**config.mk**
```make
export PLATFORM = sky130hd
export DESIGN_NAME = scaled_clock_seq
export DESIGN_NICKNAME = d
export VERILOG_FILES = /design/src/rtl/scaled_seq_pkg.sv /design/src/rtl/scaled_div_core.sv /design/src/rtl/scaled_clock_seq.sv
export SDC_FILE = /design/constraint.sdc
export NUM_CORES = 1
export LEC_CHECK = 0
export ABC_AREA = 1
export BUFFER_PORTS_ARGS = -buffer_cell sky130_fd_sc_hd__buf_2
export CAP_MARGIN = 10
export CORE_ASPECT_RATIO = 0.6
export CORE_MARGIN = 2
export CORE_UTILIZATION = 36
export CTS_BUF_LIST = sky130_fd_sc_hd__clkbuf_8
export CTS_CLUSTER_DIAMETER = 200
export DETAILED_ROUTE_END_ITERATION = 6
export GPL_TIMING_DRIVEN = 0
export PLACE_DENSITY_LB_ADDON = 0.05
export SLEW_MARGIN = 5
export SYNTH_ARGS = -nofsm -noshare
export SYNTH_HDL_FRONTEND = slang
export SYNTH_HIERARCHICAL = 1
export SYNTH_SLANG_ARGS = --single-unit
```
**constraint.sdc**
```tcl
create_clock -name clock -period 2.74 [get_ports clock]
set_input_delay 0.137 -clock clock [delete_from_list [all_inputs] [get_ports clock]]
set_output_delay 0.137 -clock clock [all_outputs]
set_load 0.02 [all_outputs]
```
**src/rtl/scaled_seq_pkg.sv**
```systemverilog
// Shared types and constants for the scaled clock sequencer.
// Imported by scaled_clock_seq.
package scaled_seq_pkg;

  typedef enum logic [1:0] {
    IDLE  = 2'd0,
    RUN   = 2'd1,
    PAUSE = 2'd2,
    DONE  = 2'd3
  } seq_state_t;

  localparam int DEF_DIV_DEFAULT = 49;

endpackage

```
**src/rtl/scaled_div_core.sv**
```systemverilog
// Divide counter: counts qualified cycles, toggles scaledclk and pulses
// tick one cycle after each terminal count; clr restarts it synchronously.
module scaled_div_core #(
  parameter int CNT_W = 7
) (
  input  logic             clock,
  input  logic             reset_n,
  input  logic             en,
  input  logic             clr,
  input  logic [CNT_W-1:0] div,
  output logic [CNT_W-1:0] counter,
  output logic             scaledclk,
  output logic             tick,
  output logic             term
);

  assign term = en && (counter == div);

  always_ff @(posedge clock or negedge reset_n) begin
    if (!reset_n) begin
      counter   <= '0;
      scaledclk <= 1'b0;
      tick      <= 1'b0;
    end else if (clr) begin
      counter   <= '0;
      scaledclk <= 1'b0;
      tick      <= 1'b0;
    end else begin
      tick <= term;
      if (term) begin
        counter   <= '0;
        scaledclk <= ~scaledclk;
      end else if (en) begin
        counter <= counter + CNT_W'(1);
      end
    end
  end

endmodule

```
**src/rtl/scaled_clock_seq.sv**
```systemverilog
// Run-controlled clock divider with start/stop/pause and a tick limit.
// Define SCALED_SEQ_AUTORELOAD_EN to restart the tick count instead of ending.
module scaled_clock_seq
  import scaled_seq_pkg::*;
#(
  parameter int CNT_W   = 7,
  parameter int DEF_DIV = DEF_DIV_DEFAULT,
  parameter int TCNT_W  = 16
) (
  input  logic              clock,
  input  logic              reset_n,
  input  logic              enable,
  input  logic              start,
  input  logic              stop,
  input  logic              pause,
  input  logic              cfg_valid,
  output logic              cfg_ready,
  input  logic [CNT_W-1:0]  cfg_div,
  input  logic [TCNT_W-1:0] cfg_ticks,
  output logic [CNT_W-1:0]  counter,
  output logic              scaledclk,
  output logic              tick,
  output logic              busy,
  output logic              done
);

`ifdef SCALED_SEQ_AUTORELOAD_EN
  localparam bit AUTO_RELOAD = 1'b1;
`else
  localparam bit AUTO_RELOAD = 1'b0;
`endif

  seq_state_t        state;
  seq_state_t        state_n;
  logic [CNT_W-1:0]  div;
  logic [TCNT_W-1:0] limit;
  logic [TCNT_W-1:0] tcnt;
  logic              idle_like;
  logic              launch;
  logic              run_en;
  logic              clr;
  logic              term;
  logic              hit;

  assign idle_like = (state == IDLE) || (state == DONE);
  assign busy      = (state == RUN) || (state == PAUSE);
  assign done      = (state == DONE);
  assign cfg_ready = idle_like;

  // stop outranks start, pause and a coincident terminal count
  assign launch = idle_like && start && !stop;
  assign run_en = (state == RUN) && enable && !stop;
  assign clr    = launch || (busy && stop);
  assign hit    = term && (limit != '0) &&
                  ((tcnt + TCNT_W'(1)) == limit);

  always_comb begin
    state_n = state;
    unique case (state)
      IDLE, DONE: begin
        if (launch) state_n = RUN;
      end
      RUN: begin
        if (stop)
          state_n = IDLE;
        else if (hit && !AUTO_RELOAD)
          state_n = DONE;
        else if (pause)
          state_n = PAUSE;
      end
      PAUSE: begin
        if (stop)
          state_n = IDLE;
        else if (!pause)
          state_n = RUN;
      end
      default: state_n = IDLE;
    endcase
  end

  always_ff @(posedge clock or negedge reset_n) begin
    if (!reset_n)
      state <= IDLE;
    else
      state <= state_n;
  end

  always_ff @(posedge clock or negedge reset_n) begin
    if (!reset_n) begin
      div   <= CNT_W'(DEF_DIV);
      limit <= '0;
    end else if (cfg_valid && cfg_ready) begin
      div   <= (cfg_div == '0) ? CNT_W'(1) : cfg_div;
      limit <= cfg_ticks;
    end
  end

  always_ff @(posedge clock or negedge reset_n) begin
    if (!reset_n)
      tcnt <= '0;
    else if (clr)
      tcnt <= '0;
    else if (term)
      tcnt <= (hit && AUTO_RELOAD) ? '0 : tcnt + TCNT_W'(1);
  end

  scaled_div_core #(
    .CNT_W(CNT_W)
  ) u_core (
    .clock     (clock),
    .reset_n   (reset_n),
    .en        (run_en),
    .clr       (clr),
    .div       (div),
    .counter   (counter),
    .scaledclk (scaledclk),
    .tick      (tick),
    .term      (term)
  );

endmodule

```
; Word level (Yosys, flattened, before mapping)
; Index checks and enable logic that the tools add are counted.
[classes]
addsub = 2
mul = 0
div_mod_pow = 0
n_lt_le_gt_ge = 0
eq_ne = 8
shift = 0
muxes = 16
n_bitwise = 1
reduce_logical = 20
[op_table]
columns = op, n
row1 = two-way mux 16 bit, 2
row2 = two-way mux 7 bit, 4
row3 = adder 16 x 1 -> 16 bit (second input constant), 1
row4 = == test 16 bit, 1
row5 = nonzero test 16 bit, 1
row6 = two-way mux 2 bit, 6
row7 = logical AND 1 bit, 9
row8 = adder 7 x 1 -> 7 bit (second input constant), 1
row9 = == test 7 bit, 1
row10 = logical NOT 7 bit, 1
row11 = one-hot mux 2 bit (3 select lines), 1
row12 = == test 2 bit (second input constant), 2
row13 = != test 4 bit (second input constant), 1
row14 = logical OR 1 bit, 3
row15 = two-way mux 1 bit, 3
row16 = != test 3 bit (second input constant), 1
row17 = AND reduction 3 bit, 1
row18 = nonzero test 3 bit, 1
row19 = == test 2 x 1 -> 1 bit (second input constant), 1
row20 = logical NOT 2 bit, 1
row21 = != test 2 bit (second input constant), 1
row22 = nonzero test 2 bit, 1
row23 = OR reduction 2 bit, 1
row24 = logical NOT 1 bit, 1
row25 = NOT 1 bit, 1
[totals]
regBits = 50
latchBits = 0
ram_bits = 0
mem_bits_ro = 0
wordCells = 54
mem_count = 0

; Logic depth before layout (Yosys ltp)
; Gate-level depths: netlist of the first run.
[depth]
ltp_word = 9
mapped_depth = 22
mapped_depth_nobuf = 21

; By module
; Netlist of the first run, hierarchy kept.
[modules_own_cells]
columns = module, instances, cells_each, area_per_inst_um2, seq_area_each_um2
row1 = scaled_clock_seq, 1, 349, 2417.3, 1029.7
row2 = scaled_div_core, 1, 110, 673.1, 225.2

; Worst setup path after synthesis of the first run
; OpenSTA, ideal clock, no wires.
[synth_timing]
kind = reg2reg
startpoint = reg state[1]
endpoint = reg state[0]
arrival_time_ps = 2079
required_time_ps = 2623
path_slack_ps = 544
path_stages_with_launch = 23
path_buffers = 1
synth_period_minus_slack_ps = 2196
path_cell_list = dfrtp_1 > inv_1 > ha_1 > nand2_1 > nor2_1 > buf_4 > nand2_1 > nor2_1 > nand2_1 > nor2_2 > inv_1 > a21oi_1 > nand3_1 > nor2_1 > nand2_1 > nor2_1 > nand2_1 > nor2_2 > nand2_1 > nand2_2 > nand2_2 > nand2_1 > nand2_1
[synth_via]
elab_chain_len = 9
word_cells_on_any_way = 20
cone_classes = eq/ne: 6 / mux: 3 / reduce/logical: 11
[synth_lines]
columns = element, line
row1 = "start, declared", scaled_clock_seq.sv:33  ; seq_state_t state;
row2 = "start signal, assigned", scaled_clock_seq.sv:85  ; state <= state_n;
row3 = == test 2 x 1 -> 1 bit (*), scaled_clock_seq.sv:52  ; assign run_en = (state == RUN) && enable && !stop;
row4 = logical AND 1 bit (*) (2 in series), scaled_clock_seq.sv:52
row5 = via run_en, scaled_clock_seq.sv:40  ; logic run_en;
row6 = logical AND 1 bit (*), scaled_div_core.sv:17  ; assign term = en && (counter == div);
row7 = via term, scaled_clock_seq.sv:42  ; logic term;
row8 = logical AND 1 bit (*) (2 in series), scaled_clock_seq.sv:54  ; assign hit = term && (limit != '0) &&
row9 = two-way mux 2 bit, scaled_clock_seq.sv:66  ; else if (hit && !AUTO_RELOAD)
row10 = two-way mux 2 bit, scaled_clock_seq.sv:64  ; if (stop)
row11 = one-hot mux 2 bit (3 select lines), scaled_clock_seq.sv:59  ; unique case (state)
; Mark *: on every way through the listed nets, which the timed path passes. The rest lies on a longest branch.
; A chain may end at the register's enable or synchronous reset.

; Worst setup path in the final report of the first run
; Ends and elaborated chain as after synthesis.

==> results of run 1 <==
## path summary, 6_finish.rpt
check                      cells past startpoint   endpoint
setup / recovery                              22   state[0]
max in group asynchronous                      2   state[1]
hold reg to reg                                2     div[5]
setup reg to reg                              22   state[0]
min in group asynchronous                      2   tcnt[11]
hold / removal                                 3  limit[11]
## critical path, cell delays in order, from the launching register on
cell and delay, ns:
sky130_fd_sc_hd__dfrtp_1 0.42, sky130_fd_sc_hd__inv_1 0.07, sky130_fd_sc_hd__ha_2 0.17, sky130_fd_sc_hd__nand2_1 0.06
sky130_fd_sc_hd__nor2_2 0.10, sky130_fd_sc_hd__buf_6 0.12, sky130_fd_sc_hd__nand2_1 0.05, sky130_fd_sc_hd__nor2_1 0.10
sky130_fd_sc_hd__nand2_1 0.09, sky130_fd_sc_hd__nor2_4 0.13, sky130_fd_sc_hd__inv_2 0.07, sky130_fd_sc_hd__a21oi_1 0.11
sky130_fd_sc_hd__nand3_1 0.09, sky130_fd_sc_hd__nor2_1 0.10, sky130_fd_sc_hd__nand2_1 0.05, sky130_fd_sc_hd__nor2_1 0.09
sky130_fd_sc_hd__nand2_1 0.07, sky130_fd_sc_hd__nor2_2 0.12, sky130_fd_sc_hd__nand2_1 0.08, sky130_fd_sc_hd__nand2_2 0.09
sky130_fd_sc_hd__nand2_2 0.05, sky130_fd_sc_hd__nand2_1 0.05, sky130_fd_sc_hd__nand2_1 0.05
## per-layer routing
layer / GRT usage / up-vias
met4: 0.0379 / 0
met3: 0.0389 / 4
met1: 0.352 / 1361
li1: - / 1552
met5: 0 / -
met2: 0.242 / 55
## synthesized netlist by cell type
cell / count / area [sq um]
sky130_fd_sc_hd__nor2_1: 41 / 154
sky130_fd_sc_hd__inv_1: 62 / 233
sky130_fd_sc_hd__inv_2: 3 / 11.3
sky130_fd_sc_hd__nand3_1: 48 / 240
sky130_fd_sc_hd__nand2_1: 164 / 616
sky130_fd_sc_hd__buf_1: 1 / 3.75
sky130_fd_sc_hd__dfrtp_1: 47 / 1180
sky130_fd_sc_hd__o21ai_1: 1 / 5.00
sky130_fd_sc_hd__xor2_1: 3 / 26.3
sky130_fd_sc_hd__clkbuf_1: 4 / 15.0
sky130_fd_sc_hd__nor3_2: 2 / 20.0
sky130_fd_sc_hd__a21oi_1: 5 / 25.0
sky130_fd_sc_hd__o21ai_0: 26 / 130
sky130_fd_sc_hd__nand3b_1: 1 / 7.51
sky130_fd_sc_hd__nor2_4: 2 / 22.5
sky130_fd_sc_hd__nand2_4: 1 / 11.3
sky130_fd_sc_hd__nor2_2: 8 / 50.1
sky130_fd_sc_hd__nand2_2: 7 / 43.8
sky130_fd_sc_hd__o22ai_1: 8 / 50.1
sky130_fd_sc_hd__or2_2: 1 / 6.26
sky130_fd_sc_hd__a32o_1: 1 / 10.0
sky130_fd_sc_hd__buf_4: 1 / 7.51
sky130_fd_sc_hd__nand4_1: 10 / 62.6
sky130_fd_sc_hd__xnor2_1: 1 / 8.76
sky130_fd_sc_hd__clkinv_1: 2 / 7.51
sky130_fd_sc_hd__ha_1: 5 / 62.6
sky130_fd_sc_hd__nor4_1: 1 / 6.26
sky130_fd_sc_hd__dfstp_2: 3 / 78.8
## cell usage in the layout (no fill, tap or decap), types with 2 or more instances in the layout
cell,synthesis,final
sky130_fd_sc_hd__buf_2,0,40
sky130_fd_sc_hd__nor3_2,2,2
sky130_fd_sc_hd__dfstp_2,3,3
sky130_fd_sc_hd__nor2_2,8,9
sky130_fd_sc_hd__clkbuf_8,0,5
sky130_fd_sc_hd__xor2_1,3,3
sky130_fd_sc_hd__nand2_2,7,7
sky130_fd_sc_hd__dfrtp_1,47,47
sky130_fd_sc_hd__buf_4,1,5
sky130_fd_sc_hd__nor2_1,41,39
sky130_fd_sc_hd__clkbuf_1,4,3
sky130_fd_sc_hd__ha_1,5,4
sky130_fd_sc_hd__inv_1,62,61
sky130_fd_sc_hd__dlygate4sd3_1,0,2
sky130_fd_sc_hd__nand3_1,48,48
sky130_fd_sc_hd__o22ai_1,8,8
sky130_fd_sc_hd__clkinv_2,0,3
sky130_fd_sc_hd__o21ai_0,26,26
sky130_fd_sc_hd__nand2_1,164,164
sky130_fd_sc_hd__inv_2,3,4
sky130_fd_sc_hd__a21oi_1,5,5
sky130_fd_sc_hd__nor2_4,2,3
sky130_fd_sc_hd__nand4_1,10,10
## final cells by class
class                   instances  area, sq um
clock buffers                   5         68.8
inverters                      67          253
multi-input cells             336         1570
plain buffers                   6         31.3
flip-flops and latches         50         1250
clock inverters                 3         40.0
fillers                       902         4810
repair buffers                 47          258
well taps                     112          140
## per-stage QoR
stage | utilization | TNS, ns | worst slack (ns)
after floorplan | - | 0 | 0.544
after global placement | 0.408 | -2.03 | -0.255
after detailed placement | 0.408 | -2.45 | -0.320
after CTS | 0.422 | 0 | 0.122
after global routing | 0.429 | -0.0266 | -0.0266
final | 0.429 | 0 | 0.295
## cells by family after synthesis
logic type,after synthesis
AO/OA/AOI/OAI,41
XOR/XNOR,4
adder cells (fa/ha/maj),5
buffers and inverters,73
AND/OR/NAND/NOR,286
flip-flops,50
## registers in the layout, indices dropped and copies added (netlist names)
signal and flops:
tcnt 16, limit 16, div 7, u_core/tick 1
state 2, u_core/counter 7, u_core/scaledclk 1
## what timing repair did
item,in CTS,in global routing
endpoints found under the hold margin,1,47
setup buffers,0,4
resized for setup,2,7
endpoints found under the setup margin,10,14
hold buffers,1,1
## power breakdown
part / internal, W / leakage, nW / switching [W]
combinational: 0.000387 / 1.08 / 0.000777
sequential: 0.000944 / 0.652 / 0.000172
clock: 0.000270 / 0.0579 / 0.000272
==> results.md, run 1 <==
- Total DRC errors in the routed layout: 0
- Htree depth: 2
- Slack of the worst reg-to-reg path: just under 0.3 ns
- Mux cell area share after synthesis: 0
- Worst flop-to-flop path startpoint: state[1]
- P per Cell Area: between 700 and 800 nW/um^2
- Wire length on met3: approximately 390 um
- Synth-to-Final Area Change: 17.0%
- Via-to-Cell Ratio: ~4.7
- Row Count: 26
- Boundary Pins: 42
- Post-Synthesis Cell Area: between 3000 and 4000 sq um
- Number of synthesis warnings: 6
- Sink count of the clock tree: 50
- Type of the worst setup path: reg2reg
- Post-layout min period: between 2 and 2.5 ns
- Met2 wire length: ~3.1 mm
- Floorplan die area: approximately 9400 sq um
- Startpoint of the worst hold path: cfg_ticks[11]
- Global router's overall resource usage: 0.203
- Width of the die: about 120 um
- Maximum clock frequency: ~400 MHz
- Critical Path Fanout Max: 5
- Net count of the mapped netlist: 494
- Final Hold Vio Count: 0
- Final setup violation count: 0
- Largest family of logic cells by synthesized area: simple AND/OR/NAND/NOR gates
- Worst hold slack: ~0.018 ns
- Number of nets at the end of the flow: 548
- Xor and xnor area share after synthesis: 0.0113
- Share of the clock period used by the worst path: 0.892
- Crit start category: flop
- Layout cells sized above 1: 0.169
- Class of the tightest hold or removal check: in2reg
- Initial core utilization: 0.367
- Area share of and/or/nand/nor cells after synthesis: 0.401
- Top Metal Used: met4
- Count of different cell masters after synthesis: 28
- Maximum ir drop on the vdd rail: about 270 uV
- DRT Pass-1 Iters: 4
- Global-route wire length before repair: ~14 mm
- Critical path capture point type: flop
- Antenna diode count: 0
- Max-capacitance violation count: 0
- Worst path arrival time: roughly 2.7 ns
- Die Ht: 75.8 um
- Maximum number of pins on one net before global-route repair: 51
- Post-route insts no fill: approximately 630
- Average footprint of a synthesized cell: between 6 and 7 sq um
- Sequential fraction of the synthesis area: 0.406
- Required time worst endpoint: a little under 3 ns
- Post-Route Skew: ~0.010 ns
- Placeable core area: 8430 sq um
- Cell leakage power: between 1.5 and 2 nW
- TritonCTS buffer count: 5
- IO buf count: 41
- Post-synthesis compound-gate area fraction: 0.0713
- First DRT Iteration DRCs: ~240
- Startpoint of the most critical setup path: state[1]
- Instance area after placement: approximately 3400 sq um
- Fraction of the mapped netlist area in adder cells: 0.0202
- Latest clock arrival within the worst-skew pair: 0.32 ns
- Slew @ Worst Pin: between 0.6 and 0.7 ns
- Synthesized netlist cell count: between 400 and 500
- Vias after detailed routing: just under 3000
- Clock root buffer master: sky130_fd_sc_hd__clkbuf_8
- Overflow after GRT: 0
- Vias in the first global route: 2610
- RSZ-0062 raised after global routing: yes
- Final WL: between 8 and 9 mm
- Clock edge transition at the registers on the reported setup and hold paths: 0.10 ns
- Met1 Wirelength: around 5.2 mm
- Number of placed instances, taps included: between 600 and 700
- Sum of net half-perimeters after detailed placement: between 6 and 7 mm
- Overall power: around 0.0028 W
- Slew Limit Headroom: 0.555
- Post-synthesis register bit count: 50
- Remaining antenna violation count: 0
- Routed len/inst: roughly 14 um
- Result of the run: complete, no violations
- Initial antenna violation count: 0
- Clock tree from TritonCTS: yes
- Routability cong.: roughly 0.86
- Clock buffer depth: 2
- Final design instance area without fill: 3620 sq um
- Fin. max-slew vios: 0
Note: power is estimated with default switching activity, not from simulation.
==> inputs of run 2 (changes only) <==
--- a/config.mk
+++ b/config.mk
@@ -9,7 +9,7 @@
 export BUFFER_PORTS_ARGS = -buffer_cell sky130_fd_sc_hd__buf_2
 export CAP_MARGIN = 10
 export CORE_ASPECT_RATIO = 0.6
-export CORE_MARGIN = 2
+export CORE_MARGIN = 3
 export CORE_UTILIZATION = 36
 export CTS_BUF_LIST = sky130_fd_sc_hd__clkbuf_8
 export CTS_CLUSTER_DIAMETER = 200
==> run 2 against run 1 <==
  * Count of clock-buffer cells in the layout rose by 1
  * Setup slack worse by 0.078 ns
  * Clock skew is 0.00095 ns higher
  * Global-route usage decreased by 1.5 points
  * Non-clock buffer count decreased by 1
  * Cell count fell by 0.80%
  * Wire length rose by 3.6%
  * Total power down 1.5%
  * Clock power decreased by 11%
  * Core utilization is 1.3 points higher
  * Hold slack got worse by 0.0069 ns
  * Sequential cell count did not move
==> results.md, run 2 (synthesis gave the netlist of run 1 again) <==
- Placeable core area: 8100 sq um (-3.8%)
- Clock root buffer master: sky130_fd_sc_hd__clkbuf_8
- Vias after detailed routing: 3036 (+2.2%)
- Maximum number of pins on one net before global-route repair: 51 (unchanged)
- Antenna diode count: 0 (unchanged)
- FF+latch area: 1250 sq um (unchanged)
- Routing layer with the top usage in global route: met1
- DRT Pass-1 Iters: 5 (+1)
- Critical Path Fanout Max: 10 (+5)
- Layout cells sized above 1: 0.162 (-0.00747)
- Type of the worst setup path: reg2reg
- Leading cell type in the layout, fill and taps excluded: sky130_fd_sc_hd__nand2_1
- Die Ht: 77.8 um (+2.6%)
- Commonest non-fill, non-tap cells in the layout: sky130_fd_sc_hd__nand2_1, sky130_fd_sc_hd__inv_1, sky130_fd_sc_hd__nand3_1, sky130_fd_sc_hd__dfrtp_1, sky130_fd_sc_hd__buf_2
- Routing usage on met3: 0.0605 (+0.0216)
- Regs by FF count: limit: 16 flops, tcnt: 16 flops
- Global-route wire length before repair: 14.3 mm (+2.1%)
- Fin. max-slew vios: 0 (unchanged)
- Routed len/inst: 14.6 um (+4.4%)
- P per Cell Area: 776 nW/um^2 (-0.60%)
- Htree depth: 2 (unchanged)
- Vias in the first global route: 2701 (+3.5%)
- TritonCTS buffer count: 5 (unchanged)
- Result of the run: complete, no violations
- Initial core utilization: 0.381 (+0.0147)
- Final Hold Vio Count: 0 (unchanged)
- Overflow after GRT: 0 (unchanged)
- Initial antenna violation count: 0 (unchanged)
- RSZ-0062 raised after global routing: no
- Worst path buffer plus inverter count: 4 (+1)
- Row Count: 25 (-3.8%)
- Area of the multi-input gates: 1570 sq um (-0.16%)
- Met2 Track Usage GR: 0.221 (-0.0217)
- Number of nets at the end of the flow: 547 (-0.18%)
- Number of cells on the worst reg-to-reg path: 13 (-41%)
- Cell with the largest stage delay on the worst path: sky130_fd_sc_hd__dfrtp_1
- Clock edge transition at the registers on the reported setup and hold paths: 0.11 ns (about the same)
- Total of fill cells in the finished design: 848 (-6.0%)
- Total DRC errors in the routed layout: 0 (unchanged)
- Sum of net half-perimeters after detailed placement: 7.04 mm (+4.6%)
- Critical path capture point type: flop
- Critical Path Max Stage Delay: 0.44 ns (+0.02 ns)
- Critical path depth: 13 (-41%)
- Final WL: 9.06 mm (+3.6%)
- Met1 capacity usage during global routing: 0.317 (-0.0352)
- Maximum ir drop on the vdd rail: 322 uV (+21%)
- Clock tree from TritonCTS: yes
- Worst hold path depth: 3 (unchanged)
- Maximum clock frequency: 396 MHz (-3.1%)
- Crit start category: flop
- Max-capacitance violation count: 0 (unchanged)
- Final setup violation count: 0 (unchanged)
- First DRT Iteration DRCs: 257 (+5.3%)
- Share of the clock period used by the worst path: 0.921 (+0.0286)
- Via-to-Cell Ratio: 4.89 (+3.0%)
- Slew @ Worst Pin: 0.690 ns (+0.0225 ns)
- Latest clock arrival within the worst-skew pair: 0.32 ns (about the same)
- Cell breakdown of the critical path: inv_1, ha_1, nand2_1, nor2_2, buf_6, nand2_1, nor2_1, nand2_1, nor2_2, inv_2, nor2_2, clkinv_1, o22ai_1
- Synth-to-Final Area Change: 16.0%
- Width of the die: 126 um (+1.6%)
- Setup slack after placement: -0.204 ns (+0.117 ns)
- Final worst setup slack: 0.217 ns (-0.0783 ns)
- Clock buffer depth: 2 (unchanged)
- Global router's overall resource usage: 0.188 (-0.0149)
- Class of the tightest hold or removal check: in2reg
- IO buf count: 41 (unchanged)
- Remaining antenna violation count: 0 (unchanged)
- Worst path arrival time: 2.75 ns (+0.10 ns)
- Cell leakage power: 1.78 nW (-1.0%)
- Cell family with the largest share of critical-path delay: simple AND/OR/NAND/NOR gates
- Floorplan die area: 9770 sq um (+4.3%)
- Share of the core filled with cells in the final layout: 0.442 (+0.0133)
- Slew Limit Headroom: 0.540 (-0.0150)
- Sink count of the clock tree: 50 (unchanged)
- Routability cong.: 0.894 (+3.6%)
- Required time worst endpoint: 2.96 ns (about the same)
- Post-Route Skew: 0.0111 ns (+0.000949 ns)
- Post-layout min period: 2.52 ns (+0.0783 ns)
- Boundary Pins: 42 (unchanged)
## run 2: final cells by class
class / instances / area share
plain buffers: 6 / 0.00838
well taps: 108 / 0.0377
multi-input cells: 336 / 0.437
clock inverters: 2 / 0.00349
flip-flops and latches: 50 / 0.350
repair buffers: 46 / 0.0698
clock buffers: 6 / 0.0230
inverters: 67 / 0.0702
## run 2: path summary, 6_finish.rpt
| path | endpoint | from | slack [ns] |
|---|---|---|---|
| worst max-delay path | tcnt[5] | state[1] | 0.22 |
| worst min-delay path | div[4] | cfg_div[4] | 0.01 |
| worst max register to register | tcnt[5] | state[1] | 0.22 |
| worst min register to register | div[4] | div[4] | 0.50 |
| max in group asynchronous | tcnt[13] | reset_n | 1.88 |
| min in group asynchronous | state[1] | reset_n | 0.38 |
## run 2: where the power goes
group / leakage (nW) / internal, W / switching (W) / total (W)
Combinational: 1.08 / 0.000378 / 0.000791 / 0.00117
Clock: 0.0472 / 0.000204 / 0.000280 / 0.000484
Sequential: 0.652 / 0.000944 / 0.000184 / 0.00113
Total: 1.78 / 0.00153 / 0.00125 / 0.00278
## run 2: through the flow
stage	setup TNS [ns]	cell area, sq um	hold WS [ns]	total power, W	std cells
after CTS	0	3540	0.00516	0.00277	617
after global placement	-1.32	3430	0.333	0.00226	608
final	0	3580	0.0110	0.00278	621
after floorplan	0	3090	-0.159	0.00188	459
after detailed placement	-1.79	3430	0.336	0.00228	608
after global routing	0	3580	0.0113	0.00300	621
## run 2: worst min-delay path, stage by stage
cell                      delay [ns]
sky130_fd_sc_hd__buf_2          0.10
sky130_fd_sc_hd__nand2_1        0.05
sky130_fd_sc_hd__nand2_1        0.04
## run 2: repair_timing
action,CTS,global route
buffers inserted,0,3
gates cloned,0,0
gates resized for setup,1,5
endpoints found under the hold margin,1,47
hold buffers,1,1
pin swaps,0,1
endpoints found under the setup margin,10,14
## run 2: per-layer routing
metal,up-vias,share of wire
met4,0,0.0067
li1,1548,-
met3,10,0.083
met2,97,0.33
met5,-,0
met1,1381,0.58
